===== src/rtl/lut_grid_renderer.sv =====
// Pixel-stage renderer: draws a double-buffered grid of cell bits as coloured squares
// with grid lines. Fixed 3-cycle latency on rgb/hs/vs/de, and banks swap only at frame start.
module lut_grid_renderer #(
  parameter logic [12:0] ORIGIN_X  = 13'd64,
  parameter logic [12:0] ORIGIN_Y  = 13'd32,
  parameter int unsigned CELL_LOG2 = 5,
  parameter int unsigned GRID_COLS = 16,
  parameter int unsigned GRID_ROWS = 16,
  parameter logic        VS_POL    = 1'b1,
  parameter logic [23:0] COL_ON    = 24'hFFA000,
  parameter logic [23:0] COL_OFF   = 24'h202020,
  parameter logic [23:0] COL_LINE  = 24'h808080,
  parameter logic [23:0] COL_BG    = 24'h000000
) (
  input  logic        clk,
  input  logic        rst,
  input  logic        hs_in,
  input  logic        vs_in,
  input  logic        de_in,
  input  logic [12:0] active_x,
  input  logic [12:0] active_y,
  input  logic        wr_en,
  input  logic [7:0]  wr_addr,
  input  logic        wr_data,
  input  logic        commit,
  output logic        wr_ready,
  output logic        swap_pending,
  output logic        hs_out,
  output logic        vs_out,
  output logic        de_out,
  output logic [23:0] rgb,
  output logic [15:0] frame_cnt
);

  localparam int unsigned COL_BITS  = $clog2(GRID_COLS);
  localparam int unsigned ROW_BITS  = $clog2(GRID_ROWS);
  localparam int unsigned ADDR_BITS = COL_BITS + ROW_BITS;
  localparam int unsigned CELLS     = GRID_COLS * GRID_ROWS;

  typedef enum logic {IDLE, PENDING} swap_state_e;

  swap_state_e state_q, state_d;
  logic        swap_toggle;
  logic        front_sel_q;
  logic [CELLS-1:0] bank0_q, bank1_q, front_bits;
  logic [15:0] frame_cnt_q;

  // Stage registers
  logic hs1_q, vs1_q, de1_q, in_grid1_q, lx1_q, ly1_q;
  logic [COL_BITS-1:0] col1_q;
  logic [ROW_BITS-1:0] row1_q;
  logic hs2_q, vs2_q, de2_q, in_grid2_q, line2_q, bit2_q;
  logic hs3_q, vs3_q, de3_q;
  logic [23:0] rgb3_q, rgb_d;

  logic [12:0] dx, dy, cx, cy;
  logic        in_grid_d, frame_start;
  logic        wr_in_range, wr_fire;
  logic [ADDR_BITS-1:0] wr_idx, rd_idx;

  assign dx = active_x - ORIGIN_X;
  assign dy = active_y - ORIGIN_Y;
  assign cx = dx >> CELL_LOG2;
  assign cy = dy >> CELL_LOG2;
  assign in_grid_d = de_in && (active_x >= ORIGIN_X) && (active_y >= ORIGIN_Y) &&
                     (cx < 13'(GRID_COLS)) && (cy < 13'(GRID_ROWS));

  // vs1_q holds the previous cycle's vs_in, so the edge is detected on the S1 sample
  assign frame_start = (vs_in == VS_POL) && (vs1_q != VS_POL);

  assign swap_pending = (state_q == PENDING);
  assign wr_ready     = ~swap_pending;
  assign wr_in_range  = (wr_addr >> ADDR_BITS) == 8'd0;
  assign wr_fire      = wr_en && wr_ready && wr_in_range;
  assign wr_idx       = wr_addr[ADDR_BITS-1:0];

  assign rd_idx     = {row1_q, col1_q};
  assign front_bits = front_sel_q ? bank1_q : bank0_q;

  always_comb begin
    state_d     = state_q;
    swap_toggle = 1'b0;
    unique case (state_q)
      IDLE:    if (commit) state_d = PENDING;
      PENDING: if (frame_start) begin
        state_d     = IDLE;
        swap_toggle = 1'b1;
      end
      default: state_d = IDLE;
    endcase
  end

  always_ff @(posedge clk or posedge rst) begin
    if (rst) begin
      state_q     <= IDLE;
      front_sel_q <= 1'b0;
      frame_cnt_q <= '0;
      bank0_q     <= '0;
      bank1_q     <= '0;
    end else begin
      state_q <= state_d;
      if (swap_toggle) front_sel_q <= ~front_sel_q;
      if (frame_start) frame_cnt_q <= frame_cnt_q + 16'd1;
      if (wr_fire && front_sel_q)  bank0_q[wr_idx] <= wr_data;
      if (wr_fire && !front_sel_q) bank1_q[wr_idx] <= wr_data;
    end
  end

  always_comb begin
    rgb_d = '0;
    if (!de2_q)           rgb_d = '0;
    else if (!in_grid2_q) rgb_d = COL_BG;
    else if (line2_q)     rgb_d = COL_LINE;
    else if (bit2_q)      rgb_d = COL_ON;
    else                  rgb_d = COL_OFF;
  end

  always_ff @(posedge clk or posedge rst) begin
    if (rst) begin
      {hs1_q, vs1_q, de1_q, in_grid1_q, lx1_q, ly1_q} <= '0;
      col1_q <= '0;
      row1_q <= '0;
      {hs2_q, vs2_q, de2_q, in_grid2_q, line2_q, bit2_q} <= '0;
      {hs3_q, vs3_q, de3_q} <= '0;
      rgb3_q <= '0;
    end else begin
      hs1_q      <= hs_in;
      vs1_q      <= vs_in;
      de1_q      <= de_in;
      in_grid1_q <= in_grid_d;
      lx1_q      <= (dx[CELL_LOG2-1:0] == '0);
      ly1_q      <= (dy[CELL_LOG2-1:0] == '0);
      col1_q     <= cx[COL_BITS-1:0];
      row1_q     <= cy[ROW_BITS-1:0];

      hs2_q      <= hs1_q;
      vs2_q      <= vs1_q;
      de2_q      <= de1_q;
      in_grid2_q <= in_grid1_q;
      line2_q    <= lx1_q || ly1_q;
      bit2_q     <= front_bits[rd_idx];

      hs3_q      <= hs2_q;
      vs3_q      <= vs2_q;
      de3_q      <= de2_q;
      rgb3_q     <= rgb_d;
    end
  end

  assign hs_out    = hs3_q;
  assign vs_out    = vs3_q;
  assign de_out    = de3_q;
  assign rgb       = rgb3_q;
  assign frame_cnt = frame_cnt_q;

endmodule

===== config.mk =====
export PLATFORM = sky130hd
export DESIGN_NAME = lut_grid_renderer
export DESIGN_NICKNAME = d
export VERILOG_FILES = /design/src/rtl/lut_grid_renderer.sv
export SDC_FILE = /design/constraint.sdc
export NUM_CORES = 1
export LEC_CHECK = 0
export CORE_MARGIN = 3
export CORE_UTILIZATION = 35
export CTS_CLUSTER_DIAMETER = 100
export DETAILED_ROUTE_END_ITERATION = 8
export PLACE_DENSITY = 0.53
export SKIP_LAST_GASP = 1
export SYNTH_ARGS = -nofsm -noshare
export SYNTH_HDL_FRONTEND = slang
export SYNTH_SLANG_ARGS = --single-unit

===== constraint.sdc =====
create_clock -name clk -period 36.3 [get_ports clk]
set_input_delay 3.63 -clock clk [delete_from_list [all_inputs] [get_ports clk]]
set_output_delay 3.63 -clock clk [all_outputs]
set_load 0.02 [all_outputs]

==> results.py, run 1 <==
metrics = {
    "outcome": {
        "status": "complete, no violations",
    },
    "cts": {
        "cts_sinks": 558,
        "tritoncts": "done",
        "clk_pin_slew_ns": 0.06,
        "holdBufCountCts": 0,
        "post_cts_resized": 0,
        "clk_latency_ns": 0.65,
        "ctsHtreeMaxLevel": 2,
        "cts_setup_buffers": 0,
        "cts_buffers": 60,
        "clockBufferDepth": 3,
        "ctsRootBufferMaster": "clkbuf_16",
    },
    "setup_path": {
        "cp.required_ns": 36.81,
        "endpoint": "bank0_q[153]$_DFFE_PP0P_",
        "r2r_end": "bit2_q$_DFF_PP0_",
        "worstPathArrival_ns": 6.48,
        "cp.buffers_inverters": 2,
        "worstRegToRegCells": 8,
        "startpoint": "wr_addr[3]",
        "crit_chain": "clkdlybuf4s50_1, nor2b_1, nand2_1, buf_4, nor2_1, mux2_2",
        "start_kind": "input pin",
        "r2r-start": "col1_q[0]$_DFF_PP0_",
        "cpMaxStageDelayCell": "clkdlybuf4s50_1",
        "critPathKind": "input pin to flip-flop",
        "cp_num_cells": 6,
        "crit_path_max_fanout": 16,
        "r2r_slack_ns": 31.97,
        "critPathMaxStageDelay_ns": 0.87,
        "cp_top_family": "buffers and inverters",
        "critPathCaptureType": "flip-flop",
    },
    "detailed_routing": {
        "wirelength_mm": 100,
        "vias_per_cell": 5.97,
        "ant_nets": 0,
        "drc_errors": 0,
        "vias": 23220,
        "wl_per_cell_um": 25.8,
        "dr.pass1.iters": 6,
        "first_iter_violations": 2658,
    },
    "logic_synthesis": {
        "syn_inst": 2842,
        "synth-seq-area-share_pct": 50.3,
        "synth_cell_types": 59,
        "ys_ff_latch": 558,
        "synthFlopType": "dfrtp_1",
        "synth_edf_count": 0,
        "syn_area_mm2": 0.0277,
        "ys_warn_count": 0,
        "synthArstFlopShare_pct": 100,
        "avgSynthCellArea_um2": 9.76,
    },
    "hold_path": {
        "min_path_type": "flip-flop to flip-flop",
    },
    "floorplan": {
        "fp-row-count": 102,
        "initial_utilization_pct": 35.6,
        "ios": 87,
        "dieArea_mm2": 0.0827,
        "die_w_um": 288,
        "die_y_um": 288,
        "core_mm2": 0.0780,
    },
    "timing": {
        "max_slew.worst_pin.slew_ns": 1.36,
        "drv_slew": 0,
        "fmax_mhz": 167,
        "finalClockSkew_ns": 0.0283,
        "fin_crit_sh_pct": 16.5,
        "fin_crit_ns": 5.98,
        "slew_headroom_pct": 8.94,
        "tns_ns": 0,
        "hold_viol_final": 0,
        "setup_violations": 0,
        "rsz0062_at_grt": "no",
    },
    "grt": {
        "grt_pass1_vias": 23105,
        "antenna_found_initial": 1,
        "grt_use_total_pct": 24.2,
        "grt_pass1_wl_mm": 152,
        "grt_max_degree": 221,
        "overflow": 0,
    },
    "placed_design": {
        "io_buffers": 74,
        "placed_area_mm2": 0.0293,
        "place.gp.congestion": 0.835,
        "dpl.hpwl_mm": 55.8,
    },
    "finish": {
        "syn_to_final_growth_pct": 13.1,
        "drive_gt1_share_pct": 13.5,
        "nets": 2841,
        "post-route-cell-area_mm2": 0.0314,
    },
    "run": {
        "maxCapViolCount": 0,
    },
    "power": {
        "vdd_drop_max_mv": 0.0485,
        "power_density_mw_per_mm2": 48.7,
        "p_leak_uw": 0.0153,
    },
}
==> flip-flops by register name, indices dropped and copies added (netlist names), 4 cells and up <==
signal and count:
rgb 5, bank0_q 256, frame_cnt 16, bank1_q 256, row1_q 4, col1_q 4
==> worst min path at each step <==
stage	from	to	slack (ns)	cells past startpoint
after detailed placement	vs2_q$_DFF_PP0_	vs_out$_DFF_PP0_	0.34	0
after CTS	vs2_q$_DFF_PP0_	vs_out$_DFF_PP0_	0.35	0
after global placement	vs2_q$_DFF_PP0_	vs_out$_DFF_PP0_	0.33	0
after floorplan	de1_q$_DFF_PP0_	de2_q$_DFF_PP0_	0.33	0
final	hs2_q$_DFF_PP0_	hs_out$_DFF_PP0_	0.35	0
after global routing	hs2_q$_DFF_PP0_	hs_out$_DFF_PP0_	0.35	0
==> metrics by stage <==
step	instances	setup WS [ns]	total power [µW]	hold slack, ns	utilization, %
final	3888	30.32	1530	0.347	40.2
after global routing	3887	30.11	1580	0.350	40.2
after CTS	3887	30.36	1530	0.347	40.2
after detailed placement	3774	29.69	887	0.337	37.6
after global placement	3774	29.78	885	0.333	37.6
after floorplan	2853	17.07	817	0.331	-
==> worst register-to-register path, delay by kind of cell (launching register included) <==
family | cells | cell delay (ns)
flops | 1 | 0.70
compound gates | 3 | 1.10
simple gates | 2 | 0.33
mux | 1 | 0.67
buf+inv | 2 | 1.32
==> synth_stat cells (all sizes together) (15+ instances only) <==
cell type  count  area (µm²)
a21oi         37         185
buf           81         558
clkbuf       186         698
dfrtp        558       14000
inv           16        60.1
mux2         129        1450
mux2i        116        1160
mux4          72        1710
nand2        513        1930
nand3        404        2030
nor2         139         527
nor3          15        80.1
o21ai        396        1980
o221ai        58         508
o22ai         26         163
==> layer usage <==
metal	track usage (%)	part of all wire (%)	up-vias
met3	4.66	8.9	184
met4	8.03	3.3	2
met5	0	0.0070	-
met2	37.8	46	1177
met1	33.7	42	11936
li1	-	-	9921
==> layout make-up <==
type / instances / area, µm²
diodes: 1 / 2.50
clock buffers: 92 / 1830
clock inverters: 21 / 243
fillers: 7566 / 46600
inverters: 18 / 75.1
multi-input cells: 2010 / 12600
flip-flops and latches: 558 / 14000
well taps: 1040 / 1300
repair buffers: 148 / 1340
==> kinds of logic after synthesis <==
| kind of cell | count (synthesis) | share of synthesized area (%) |
|---|---|---|
| flops | 558 | 50.3 |
| buf+inv | 285 | 4.77 |
| simple gates | 1120 | 17.7 |
| fa+ha+maj | 3 | 0.135 |
| mux | 317 | 15.6 |
| compound gates | 539 | 10.9 |
| xor+xnor | 19 | 0.600 |
| other cells | 1 | 0.0135 |
==> report_power, final <==
group	switching, µW	total (µW)	internal [µW]	leakage, µW
registers	24.8	662	637	0.00771
logic	139	216	77.9	0.00659
clock network	267	648	382	0.00103
total	430	1530	1100	0.0153
==> layout by cell type (no fill, tap or decap), types with 6 or more instances in the layout <==
cell and n:
a21oi_1 37, buf_4 71, clkbuf_1 12, clkbuf_16 61, clkbuf_8 19, clkdlybuf4s50_1 73, clkinv_2 12, conb_1 12
dfrtp_1 555, inv_1 15, mux2_2 129, mux2i_1 116, mux4_1 23, mux4_2 49, nand2_1 512, nand2b_1 8
nand3_1 403, nand4_1 6, nor2_1 127, nor2_4 9, nor2b_1 11, nor3_1 9, o211ai_1 8, o21ai_0 395
o221ai_1 58, o22ai_1 26, xnor2_1 11, xor2_1 8
Power figures use the tool's default switching activity.
==> inputs of run 2 (changes only) <==
clock period = 6.3 ns   (was 36.3 ns; I/O delays follow)
==> run 2 against run 1 <==
Sequential cell count unchanged. Clock skew shrank 0.0096 ns. Via count decreased by 0.45%. Global-route usage shrank 0.68 points. First-iteration DRC count rose by 5.2%. Count of clock-buffer cells in the layout is 2 lower. Combinational power grew to 5.6 times the previous value. Sequential share of layout area hardly changed. Worst hold slack better by 0.0014 ns. Final cell count barely moved.
==> results.py, run 2 (same netlist as run 1, synthesis figures left out) <==
metrics = {
    "timing": {
        "fin_crit_ns": 3.55,
        "max_slew.worst_pin.slew_ns": 1.36,
        "fin_crit_sh_pct": 56.3,
        "rsz0062_at_grt": "no",
        "setup_violations": 0,
        "hold_viol_final": 0,
        "fmax_mhz": 282,
        "slew_headroom_pct": 9.09,
        "finalClockSkew_ns": 0.0187,
        "drv_slew": 0,
    },
    "floorplan": {
        "die_w_um": 288,
        "ios": 87,
        "fp-row-count": 102,
        "dieArea_mm2": 0.0827,
        "die_y_um": 288,
        "initial_utilization_pct": 35.6,
        "core_mm2": 0.0780,
    },
    "finish": {
        "final_cell_mix": "dfrtp_1, nand2_1, nand3_1",
        "multi_input_area_mm2": 0.0126,
        "nets": 2845,
        "drive_gt1_share_pct": 13.6,
        "fillers": 7430,
        "syn_to_final_growth_pct": 13.1,
        "diodes": 0,
        "seq_area_mm2": 0.0140,
        "post-route-cell-area_mm2": 0.0314,
        "fin_util_pct": 40.3,
        "layout.cells.most_common": "dfrtp_1",
    },
    "cts": {
        "ctsHtreeMaxLevel": 2,
        "clk_latency_ns": 0.65,
        "post_cts_resized": 0,
        "ctsRootBufferMaster": "clkbuf_16",
        "cts_sinks": 558,
        "cts_buffers": 61,
        "tritoncts": "done",
        "clk_pin_slew_ns": 0.06,
        "clockBufferDepth": 3,
        "holdBufCountCts": 0,
        "cts_setup_buffers": 0,
    },
    "setup_path": {
        "crit_path_max_fanout": 49,
        "start_kind": "flip-flop",
        "worstPathArrival_ns": 4.05,
        "critPathCaptureType": "flip-flop",
        "cp.required_ns": 6.80,
        "critPathKind": "flip-flop to flip-flop",
    },
    "placed_design": {
        "placed_area_mm2": 0.0294,
        "io_buffers": 74,
        "dpl.hpwl_mm": 57.0,
        "place.gp.congestion": 0.854,
    },
    "hold_path": {
        "min_path_type": "flip-flop to flip-flop",
    },
    "grt": {
        "overflow": 0,
        "grt_pass1_wl_mm": 148,
        "antenna_found_initial": 1,
        "grt_max_degree": 160,
        "grt_pass1_vias": 22877,
        "grt_use_total_pct": 23.5,
    },
    "detailed_routing": {
        "ant_nets": 0,
        "dr.pass1.iters": 5,
        "drc_errors": 0,
        "wirelength_mm": 98.3,
        "wl_per_cell_um": 25.3,
        "vias": 23115,
        "first_iter_violations": 2797,
        "vias_per_cell": 5.94,
    },
    "run": {
        "maxCapViolCount": 0,
    },
    "power": {
        "p_leak_uw": 0.0153,
        "power.total_uw": 8670,
        "vdd_drop_max_mv": 0.207,
        "power_density_mw_per_mm2": 276,
    },
    "outcome": {
        "status": "complete, no violations",
    },
}
## run 2: power by group
part | switching, µW | internal (µW)
clock network | 1550 | 2080
logic | 772 | 446
registers | 151 | 3670
## run 2: final timing paths
kind	depth (start not counted)	slack, ns	to	startpoint
worst min register to register	0	0.35	in_grid2_q$_DFF_PP0_	in_grid1_q$_DFF_PP0_
max in group asynchronous	4	4.19	bank0_q[174]$_DFFE_PP0P_	rst
worst max register to register	8	2.75	bit2_q$_DFF_PP0_	front_sel_q$_DFFE_PP0P_
min in group asynchronous	2	0.61	bank1_q[53]$_DFFE_PP0P_	rst
worst min-delay path	0	0.35	in_grid2_q$_DFF_PP0_	in_grid1_q$_DFF_PP0_
worst max-delay path	8	2.75	bit2_q$_DFF_PP0_	front_sel_q$_DFFE_PP0P_
## run 2: critical path: stages (launching register included)
cell and delay (ns):
dfrtp_4 1.01, buf_4 0.68, mux4_1 0.40, mux4_2 0.51, nand2_1 0.15, o311ai_1 0.14
o211ai_1 0.14, a221o_1 0.22, nand4_1 0.11
## run 2: area by class of cell
class                   count  share of cell area [%]
flip-flops and latches    558                    44.5
multi-input cells        2010                    40.2
clock buffers              90                    5.78
repair buffers            151                    4.46
well taps                1040                    4.15
clock inverters            24                   0.694
inverters                  18                   0.227
## run 2: metrics by stage
step | hold slack, ns | setup TNS [ns] | instances | setup WS [ns]
2_1_floorplan | 0.331 | -1074.57 | 2853 | -1.93
3_3_place_gp | 0.332 | 0 | 3777 | 2.86
3_5_place_dp | 0.335 | 0 | 3777 | 2.81
4_1_cts | 0.353 | 0 | 3891 | 2.79
5_1_grt | 0.359 | 0 | 3891 | 2.65
6_report | 0.348 | 0 | 3891 | 2.75
## run 2: per-layer routing
layer  GRT usage (%)  routed length [µm]  part of all wire (%)  vias to the layer above
li1                -                   -                     -                     9934
met2            36.2               44100                    45                     1115
met4            7.79                3230                   3.3                        0
met5               0                   0                     0                        -
met3            4.54                8300                   8.4                      191
met1            33.2               42600                    43                    11875
